<file path="config.mk">
export PLATFORM = sky130hd
export DESIGN_NAME = vc_sram_lane_sched
export DESIGN_NICKNAME = d
export VERILOG_FILES = /design/src/rtl/vector_cache_pkg.sv /design/src/rtl/vc_sram_lane_arb.sv /design/src/rtl/vc_sram_lane_sched.sv
export SDC_FILE = /design/constraint.sdc
export NUM_CORES = 1
export LEC_CHECK = 0
export CAP_MARGIN = 40
export CORE_AREA = 2 2 376 378
export CTS_CLUSTER_DIAMETER = 40
export CTS_CLUSTER_SIZE = 40
export DETAILED_ROUTE_END_ITERATION = 10
export DIE_AREA = 0 0 378 380
export DONT_BUFFER_PORTS = 1
export SLEW_MARGIN = 20
export SYNTH_ARGS = -nofsm -noshare
export SYNTH_HDL_FRONTEND = slang
export SYNTH_SLANG_ARGS = --single-unit
</file>
<file path="constraint.sdc">
create_clock -name clk -period 3.6 [get_ports clk]
set_clock_uncertainty 0.05 [all_clocks]
set_input_delay 0.72 -clock clk [delete_from_list [all_inputs] [get_ports clk]]
set_output_delay 0.72 -clock clk [all_outputs]
set_load 0.02 [all_outputs]
</file>
<file path="src/rtl/vector_cache_pkg.sv">
// Shared vector-cache types: SRAM request payloads and destination-RAM id helper.
package vector_cache_pkg;

    localparam int unsigned INDEX_WIDTH   = 8;
    localparam int unsigned HASH_ID_W     = 2;
    localparam int unsigned TXN_ID_W      = 4;
    localparam int unsigned DATA_W        = 32;
    localparam int unsigned RAM_SEL_W     = 3;
    localparam int unsigned DEST_RAM_ID_W = HASH_ID_W + RAM_SEL_W;

    typedef struct packed {
        logic [HASH_ID_W-1:0]   hash_id;
        logic [INDEX_WIDTH-1:0] index;
        logic [TXN_ID_W-1:0]    txn_id;
    } arb_out_req_t;

    typedef struct packed {
        logic [HASH_ID_W-1:0]   hash_id;
        logic [INDEX_WIDTH-1:0] index;
        logic [DATA_W-1:0]      data;
    } write_ram_cmd_t;

    typedef logic [DEST_RAM_ID_W-1:0] dest_ram_id_t;

    // Physical SRAM instance addressed by a read: hash id plus top index bits.
    function automatic dest_ram_id_t get_dest_ram_id(input arb_out_req_t req);
        return {req.hash_id, req.index[INDEX_WIDTH-1 -: RAM_SEL_W]};
    endfunction

endpackage

</file>
<file path="src/rtl/vc_sram_lane_arb.sv">
// Per-lane read/write arbiter: eligibility, round-robin bit and write starvation counter.
module vc_sram_lane_arb #(
    parameter int unsigned WR_STARVE = 4,
    parameter int unsigned CNT_W     = 3
) (
    input  logic clk,
    input  logic rst_n,
    input  logic sched_en,
    input  logic rd_vld,
    input  logic wr_vld,
    input  logic wr_shadow,
    input  logic rd_gnt,
    input  logic wr_gnt,
    output logic rd_win_c,
    output logic wr_win_c
);

    logic             rr_q;
    logic [CNT_W-1:0] starve_q;
    logic             rd_elig;
    logic             wr_elig;
    logic             wr_forced;

    // rr_q = 1 means the last grant went to the read side, so the write is favoured next.
    always_comb begin
        rd_win_c  = 1'b0;
        wr_win_c  = 1'b0;
        rd_elig   = rd_vld && sched_en && !wr_shadow;
        wr_elig   = wr_vld && sched_en;
        wr_forced = (starve_q >= CNT_W'(WR_STARVE));
        if (rd_elig && wr_elig) begin
            if (wr_forced || rr_q) begin
                wr_win_c = 1'b1;
            end else begin
                rd_win_c = 1'b1;
            end
        end else begin
            rd_win_c = rd_elig;
            wr_win_c = wr_elig;
        end
    end

    // State updates follow the final grant, after pair resolution at the top level.
    always_ff @(posedge clk or negedge rst_n) begin
        if (!rst_n) begin
            rr_q     <= 1'b0;
            starve_q <= '0;
        end else if (sched_en) begin
            if (rd_gnt || wr_gnt) begin
                rr_q <= rd_gnt;
            end
            if (!wr_vld || wr_gnt) begin
                starve_q <= '0;
            end else if (starve_q != {CNT_W{1'b1}}) begin
                starve_q <= starve_q + CNT_W'(1);
            end
        end
    end

endmodule

</file>
<file path="src/rtl/vc_sram_lane_sched.sv">
// Per-lane SRAM command scheduler with write-shadow and hash-pair read hazard avoidance.
// Optional checks compiled in with VC_SRAM_SCHED_ASSERT_EN.
module vc_sram_lane_sched
    import vector_cache_pkg::*;
#(
    parameter int unsigned LANES     = 8,
    parameter int unsigned WR_STARVE = 4,
    parameter int unsigned CNT_W     = 3
) (
    input  logic                 clk,
    input  logic                 rst_n,
    input  logic                 sched_en,
    input  logic [LANES-1:0]     rd_req_vld,
    input  arb_out_req_t         rd_req_pld [LANES],
    output logic [LANES-1:0]     rd_req_rdy,
    input  logic [LANES-1:0]     wr_req_vld,
    input  write_ram_cmd_t       wr_req_pld [LANES],
    output logic [LANES-1:0]     wr_req_rdy,
    output logic [LANES-1:0]     rd_cmd_vld,
    output arb_out_req_t         rd_cmd_pld [LANES],
    output logic [LANES-1:0]     wr_cmd_vld,
    output write_ram_cmd_t       wr_cmd_pld [LANES],
    output logic [15:0]          hazard_stall_cnt
);

    localparam int unsigned PAIRS = LANES / 2;
    localparam int unsigned HAZ_W = 16;

    logic [LANES-1:0] rd_win_c;
    logic [LANES-1:0] wr_win_c;
    logic [LANES-1:0] rd_drop_c;
    logic [LANES-1:0] rd_gnt_c;
    logic [LANES-1:0] wr_gnt_c;
    logic [PAIRS-1:0] pair_hit_c;
    logic [PAIRS-1:0] pair_tog_q;
    logic             stall_c;

    for (genvar i = 0; i < LANES; i++) begin : g_lane
        vc_sram_lane_arb #(
            .WR_STARVE (WR_STARVE),
            .CNT_W     (CNT_W)
        ) u_arb (
            .clk       (clk),
            .rst_n     (rst_n),
            .sched_en  (sched_en),
            .rd_vld    (rd_req_vld[i]),
            .wr_vld    (wr_req_vld[i]),
            .wr_shadow (wr_cmd_vld[i]),
            .rd_gnt    (rd_gnt_c[i]),
            .wr_gnt    (wr_gnt_c[i]),
            .rd_win_c  (rd_win_c[i]),
            .wr_win_c  (wr_win_c[i])
        );
    end

    // Two reads to the same physical SRAM of a pair: pair_tog picks the survivor.
    for (genvar p = 0; p < PAIRS; p++) begin : g_pair
        logic hit;
        assign hit = rd_win_c[2*p] && rd_win_c[2*p+1] &&
                     (get_dest_ram_id(rd_req_pld[2*p]) == get_dest_ram_id(rd_req_pld[2*p+1]));
        assign pair_hit_c[p]  = hit;
        assign rd_drop_c[2*p]   = hit && pair_tog_q[p];
        assign rd_drop_c[2*p+1] = hit && !pair_tog_q[p];
    end

    assign rd_gnt_c   = rst_n ? (rd_win_c & ~rd_drop_c) : '0;
    assign wr_gnt_c   = rst_n ? wr_win_c : '0;
    assign rd_req_rdy = rd_gnt_c;
    assign wr_req_rdy = wr_gnt_c;
    assign stall_c    = |((rd_req_vld & wr_cmd_vld & {LANES{sched_en}}) | rd_drop_c);

    always_ff @(posedge clk or negedge rst_n) begin
        if (!rst_n) begin
            rd_cmd_vld       <= '0;
            wr_cmd_vld       <= '0;
            pair_tog_q       <= '0;
            hazard_stall_cnt <= '0;
            for (int i = 0; i < LANES; i++) begin
                rd_cmd_pld[i] <= '0;
                wr_cmd_pld[i] <= '0;
            end
        end else begin
            rd_cmd_vld <= rd_gnt_c;
            wr_cmd_vld <= wr_gnt_c;
            pair_tog_q <= pair_tog_q ^ pair_hit_c;
            if (stall_c && (hazard_stall_cnt != {HAZ_W{1'b1}})) begin
                hazard_stall_cnt <= hazard_stall_cnt + HAZ_W'(1);
            end
            for (int i = 0; i < LANES; i++) begin
                if (rd_gnt_c[i]) begin
                    rd_cmd_pld[i] <= rd_req_pld[i];
                end
                if (wr_gnt_c[i]) begin
                    wr_cmd_pld[i] <= wr_req_pld[i];
                end
            end
        end
    end

`ifdef VC_SRAM_SCHED_ASSERT_EN
    for (genvar a = 0; a < LANES; a++) begin : g_sva_lane
        a_wr_then_rd: assert property (@(posedge clk) disable iff (!rst_n)
            wr_cmd_vld[a] |=> !rd_cmd_vld[a])
            else $error("read issued right after write on lane %0d", a);
        a_one_gnt: assert property (@(posedge clk) disable iff (!rst_n)
            !(rd_gnt_c[a] && wr_gnt_c[a]))
            else $error("two grants on lane %0d", a);
        a_rd_hold: assert property (@(posedge clk) disable iff (!rst_n)
            (rd_req_vld[a] && !rd_req_rdy[a]) |=> (rd_req_vld[a] && $stable(rd_req_pld[a])))
            else $error("read request dropped or changed on lane %0d", a);
        a_wr_hold: assert property (@(posedge clk) disable iff (!rst_n)
            (wr_req_vld[a] && !wr_req_rdy[a]) |=> (wr_req_vld[a] && $stable(wr_req_pld[a])))
            else $error("write request dropped or changed on lane %0d", a);
    end
    for (genvar q = 0; q < PAIRS; q++) begin : g_sva_pair
        a_pair_rd: assert property (@(posedge clk) disable iff (!rst_n)
            !(rd_cmd_vld[2*q] && rd_cmd_vld[2*q+1] &&
              (get_dest_ram_id(rd_cmd_pld[2*q]) == get_dest_ram_id(rd_cmd_pld[2*q+1]))))
            else $error("same-SRAM reads in pair %0d", q);
    end
`endif

endmodule
</file>
* Word level (Yosys, flattened, before mapping)
Index checks and enable logic that the tools add are counted.
** Operators by class
- Add/sub/neg operators :: 9
- Order comparisons :: 8
- Equality and inequality tests :: 13
- Muxes and demuxes :: 50
- Bitwise operators :: 6
- Reduce and logical (&&, ||, !) cells :: 118
** Operators by type and width (count)
- $logic_and 1x1->1 :: 49
- $mux 3 :: 16
- $mux 1 :: 32
- $reduce_and 2->1 :: 16
- $add 3x1->3 const B :: 8
- $and 8x8->8 :: 3
- $ge 3x3->1 const B :: 8
- $logic_or 1x1->1 :: 24
- $ne 3x3->1 const B :: 8
- $eq 5x5->1 :: 4
- $logic_not 1->1 :: 20
- $add 16x1->16 const B :: 1
- $mux 8 :: 2
- $ne 16x16->1 const B :: 1
- $reduce_bool 2->1 :: 8
- $not 8->8 :: 1
- $or 8x8->8 :: 1
- $reduce_or 8->1 :: 1
- $xor 4x4->4 :: 1
** Word-level totals
- Register bits after elaboration :: 516
- Input bits :: 467
- Output and inout bits :: 496
- Word-level logic and storage cells :: 272

* Depth between registers and ports, before layout
- Depth in word-level cells :: 12
- Depth in mapped cells :: 12
- Mapped depth without buffers :: 11

* Hierarchy
Synthesis repeated with hierarchy kept, for this count alone.
** Unflattened totals
- Cell total of the unflattened synthesis :: 1548
- Area, all modules :: 20385.8 µm²
** By module, submodules not included
- vc_sram_lane_sched :: instances 1, cells each 1340, area each 18343.8 µm², sequential area each 12111.6 µm²
- vc_sram_lane_arb :: instances 8, cells each 26, area each 255.2 µm², sequential area each 100.1 µm²

* Least setup slack after synthesis
Ideal clock, no wire load.
- Kind :: in2out
- Start :: input port sched_en
- End :: output port rd_req_rdy[7]
- Arrival time :: 2.302 ns
- Data required time :: 2.830 ns
- Setup slack :: 0.528 ns
- Cell stages on the path :: 10
- Path buffers :: 3
- Cell sequence :: buf_4 -> nand2_1 -> nor2_2 -> nand4_1 -> nor4_1 -> ha_1 -> nand4b_1 -> buf_2 -> inv_1 -> buf_4
** On the way
- Longest elaborated chain between the ends :: 10
- Elaborated cells on any way between the ends :: 16
- Classes of those cells :: mux (3); bitwise (2); reduce/logical (11)
** Ends and longest elaborated chain
- start, declared :: RTL line vc_sram_lane_sched.sv:12 : input logic sched_en,
- $logic_and 1x1->1 (2 in a row) :: RTL line vc_sram_lane_arb.sv:28 : rd_elig = rd_vld && sched_en && !wr_shadow;
- $logic_and 1x1->1 :: RTL line vc_sram_lane_arb.sv:31 : if (rd_elig && wr_elig) begin
- $mux 1 :: RTL line vc_sram_lane_arb.sv:31
- $logic_and 1x1->1 (2 in a row) :: RTL line vc_sram_lane_sched.sv:59 : assign hit = rd_win_c[2*p] && rd_win_c[2*p+1] &&
- $logic_and 1x1->1 :: RTL line vc_sram_lane_sched.sv:63 : assign rd_drop_c[2*p+1] = hit && !pair_tog_q[p];
- $not 8->8 :: RTL line vc_sram_lane_sched.sv:66 : assign rd_gnt_c = rst_n ? (rd_win_c & ~rd_drop_c) : '0;
- $and 8x8->8 * :: RTL line vc_sram_lane_sched.sv:66
- $mux 8 * :: RTL line vc_sram_lane_sched.sv:66
- end, declared :: RTL line vc_sram_lane_sched.sv:15 : output logic [LANES-1:0] rd_req_rdy,
Every way passes the cells marked *; elsewhere a longest branch is shown, timed or not.

* Final worst setup path
- Start :: register wr_cmd_vld[4]
- End :: output port rd_req_rdy[4]
** On the way
- Longest elaborated chain between the ends :: 10
** Ends and longest elaborated chain
- start, declared :: RTL line vc_sram_lane_sched.sv:21 : output logic [LANES-1:0] wr_cmd_vld,
- start signal, assigned :: RTL line vc_sram_lane_sched.sv:84 : wr_cmd_vld <= wr_gnt_c;
- $logic_not 1->1 * :: RTL line vc_sram_lane_arb.sv:28
- $logic_and 1x1->1 * :: RTL line vc_sram_lane_arb.sv:28
- $logic_and 1x1->1 :: RTL line vc_sram_lane_arb.sv:31
- $mux 1 * :: RTL line vc_sram_lane_arb.sv:31
- $logic_and 1x1->1 (2 in a row) :: RTL line vc_sram_lane_sched.sv:59
- $logic_and 1x1->1 :: RTL line vc_sram_lane_sched.sv:62 : assign rd_drop_c[2*p] = hit && pair_tog_q[p];
- $not 8->8 :: RTL line vc_sram_lane_sched.sv:66
- $and 8x8->8 * :: RTL line vc_sram_lane_sched.sv:66
- $mux 8 * :: RTL line vc_sram_lane_sched.sv:66
Marked as above.

==> flow_metrics.env <==
export IMPL_netlist_area_leader_share_pct=63.02
export IMPL_powerDensity_mw_per_mm2=779.1
export IMPL_yosys_top_cells_area="dfrtp_1 63%, mux2_2 23%, buf_4 2.0%, ha_1 1.5%, xor2_1 1.0%"
export IMPL_r2r_slack_ns=0.49
export IMPL_die_area_mm2=0.1436
export IMPL_leakagePower_nw=10.87
export IMPL_synthDistinctLibCells=36
export IMPL_arrival_ns=2.69
export IMPL_startpoint_type="flip-flop"
export IMPL_wl_um=80770
export IMPL_synth_ff_type="dfrtp_1"
export IMPL_clock_latency_ns=0.67
export IMPL_syn_to_final_growth_pct=28.45
export IMPL_r2r_start="wr_cmd_vld[4]"
export IMPL_synth_seq_cells=516
export IMPL_setup_violations=0
export IMPL_rr_worst_depth=14
export IMPL_ios=963
export IMPL_drt_first_pass_iters=4
export IMPL_nNetsFinal=1906
export IMPL_drc_errors=0
export IMPL_cts_root_buf="clkbuf_16"
export IMPL_hp_class="primary input to async pin"
export IMPL_swShare_pct=34.17
export IMPL_overflow=0
export IMPL_io_buffers=0
export IMPL_via_count=11881
export IMPL_required_ns=2.83
export IMPL_power_frac_seq_pct=48.7
export IMPL_vdd_drop_max_mv=0.3704
export IMPL_drt_iter0_markers=592
export IMPL_drv_slew=0
export IMPL_tightest_slew_ns=0.9093
export IMPL_switchingPower_mw=7.007
export IMPL_min_period_ns=3.464
export IMPL_grt_usage_pct=10.78
export IMPL_seq_area_frac_synth_pct=63.02
export IMPL_cp_max_fo=3
export IMPL_ys_warn_count=0
export IMPL_synth_async_reset_ratio_pct=100.0
export IMPL_cts_made_buffers=90
export IMPL_grt_max_degree=526
export IMPL_synth_largest_area_cell="dfrtp_1"
export IMPL_r2r_end="hazard_stall_cnt[14]"
export IMPL_syn_avg_cell_area_um2=15.41
export IMPL_initial_utilization_pct=14.72
export IMPL_layout_setup_ws_ns=0.1359
export IMPL_total_power_mw=20.51
export IMPL_status="complete, but fails checks"
export IMPL_clock_power_share_pct=42.6
export IMPL_final_hold_viol_count=112
export IMPL_synth_edf_count=0
export IMPL_die_h_um=380
export IMPL_crit_type="flip-flop to primary output"
export IMPL_die_width_um=378
export IMPL_grt_pass1_vias=12520
export IMPL_max_clock_freq_mhz=288.7
export IMPL_synth_most_common_cell="dfrtp_1"
export IMPL_drive_gt1_share_pct=46.91
export IMPL_num_rows=137
export IMPL_clockBufferDepth=3
export IMPL_synthTopCellsByCount="516 x dfrtp_1, 426 x mux2_2, 54 x buf_4"
export IMPL_tns_ns=0
export IMPL_synth_area_mm2=0.02049
export IMPL_crit_path_end_kind="primary output"
export IMPL_max_cap_viol_count=0
export IMPL_syn_inst=1330
export IMPL_p_comb_share_pct=8.7
export IMPL_ant_nets=0
export IMPL_whs_ns=-0.3046
export IMPL_vias_per_cell=3.510
export IMPL_internal_power_mw=13.50
export IMPL_grt_setup_unrepaired="true"
export IMPL_core_area_mm2=0.1392
export IMPL_place_ws_ns=-0.1995
export IMPL_clkSlewWorstSetupHoldPaths_ns=0.06
export IMPL_relSlewSlack_pct=39.38
export IMPL_tritoncts="yes"
export IMPL_post_route_util_pct=18.91
export IMPL_hpwlAfterDp_um=64300
export IMPL_htreeDepth=3
export IMPL_cts_num_sinks=516
export IMPL_gp_congestion=0.9382
export IMPL_finalCritPeriodShare_pct=96.23
export IMPL_failed_checks="negative hold slack"
export IMPL_syn_nets=1822
export IMPL_grt_pass1_wl_um=106300
export IMPL_routedWlPerCell_um=23.86
export IMPL_grt_antenna_before_repair=67
[what timing repair did]
| action | in CTS | in global routing |
|---|---|---|
| endpoints found under the hold margin | 516 | 111 |
| endpoints found under the setup margin | 18 | 5 |
| pin swaps | 5 | 7 |
| resized for setup | 22 | 14 |
| buffers inserted | 5 | 2 |
[layout make-up]
cell class / count / area, µm²
fillers: 15047 / 112900
flip-flops and latches: 516 / 12920
multi-input cells: 701 / 7066
clock buffers: 101 / 2364
well taps: 1876 / 2347
clock inverters: 65 / 773.2
repair buffers: 64 / 635.6
inverters: 41 / 162.7
diodes: 21 / 52.55
[power by group through the flow]
| stage | Combinational, mW | Sequential, mW | Clock (mW) |
|---|---|---|---|
| 3_5_place_dp | 1.68 | 10.1 | 0 |
| 3_3_place_gp | 1.61 | 10.1 | 0 |
| 4_1_cts | 1.70 | 10.0 | 8.99 |
| 6_report | 1.78 | 9.99 | 8.74 |
| 5_1_grt | 1.97 | 10.2 | 9.28 |
| 2_1_floorplan | 1.43 | 9.38 | 0 |
[worst max path at each step]
stage	to	startpoint	slack, ns	depth (start not counted)
floorplan	rd_req_rdy[7]	sched_en	0.53	10
global placement	hazard_stall_cnt[14]	sched_en	-0.21	11
detailed placement	rd_req_rdy[0]	sched_en	-0.20	7
CTS	rd_req_rdy[0]	wr_cmd_vld[0]	-0.05	6
global route	rd_req_rdy[5]	wr_cmd_vld[4]	-0.04	9
finish	rd_req_rdy[4]	wr_cmd_vld[4]	0.14	9
[metal layers]
metal  routed length [µm]  part of all wire, %  global-route usage (%)
met1                27950                   35                   11.20
met4                 2722                  3.4                   4.257
met2                38750                   48                   17.74
met5                   63                0.078                       0
met3                11280                   14                   6.278
[sequential cells by signal, indices dropped and copies added, names as in the netlist]
signal and count:
rd_cmd_pld 112, wr_cmd_vld 8, pair_tog_q 4, g_lane.u_arb.rr_q 8, rd_cmd_vld 8, wr_cmd_pld 336, g_lane.u_arb.starve_q 24, hazard_stall_cnt 16
[critical path, stage by stage, from the launching register on]
cell	delay (ns)
dfrtp_2	0.48
nand3b_1	0.21
nand2b_4	0.16
nor3_2	0.10
nand3_1	0.13
nor4_4	0.32
ha_2	0.22
buf_6	0.09
or3b_4	0.15
clkinvlp_4	0.15
[layout by cell type (no fill, tap or decap), types with 4 or more instances in the layout]
master and count:
mux2_2 426, o22ai_1 24, mux2_1 16, xor2_1 24, buf_4 52, nor2_2 5, nand2_1 38, nor2_1 11
nor4b_1 5, mux2_4 8, bufinv_16 6, inv_1 37, nor4_1 6, clkinvlp_4 9, dfrtp_2 4, inv_8 7
nand2b_1 9, diode_2 21, ha_1 21, buf_12 7, a22oi_1 20, nor2b_1 8, mux2i_1 9, clkbuf_1 4
nand4_1 6, clkbuf_8 7, o21ai_0 6, clkinv_4 8, clkinv_8 6, xnor2_1 9, inv_6 19, nor3_1 4
clkinv_2 8, a21oi_4 7, nand3_1 7, dfrtp_1 511, clkbuf_16 90
[cells by family (layout without fill, tap and decap cells)]
kind of cell / Yosys count / count (layout) / synth area share, %
xor+xnor: 33 / 33 / 1.411
other cells: 0 / 21 / 0
flops: 516 / 516 / 63.02
mux: 459 / 459 / 25.32
simple gates: 124 / 124 / 3.413
fa+ha+maj: 25 / 25 / 1.527
buf+inv: 113 / 271 / 3.334
compound gates: 60 / 60 / 1.984
[stage by stage]
step	hold slack (ns)	instances	instance area, µm²
after floorplan	0.3744	1330	20490
after global placement	0.3849	3188	22860
after detailed placement	0.3852	3188	22860
after CTS	-0.3738	3359	26110
after global routing	-0.3618	3371	26290
final	-0.3046	3385	26320
(Power assumes the default switching activity.)
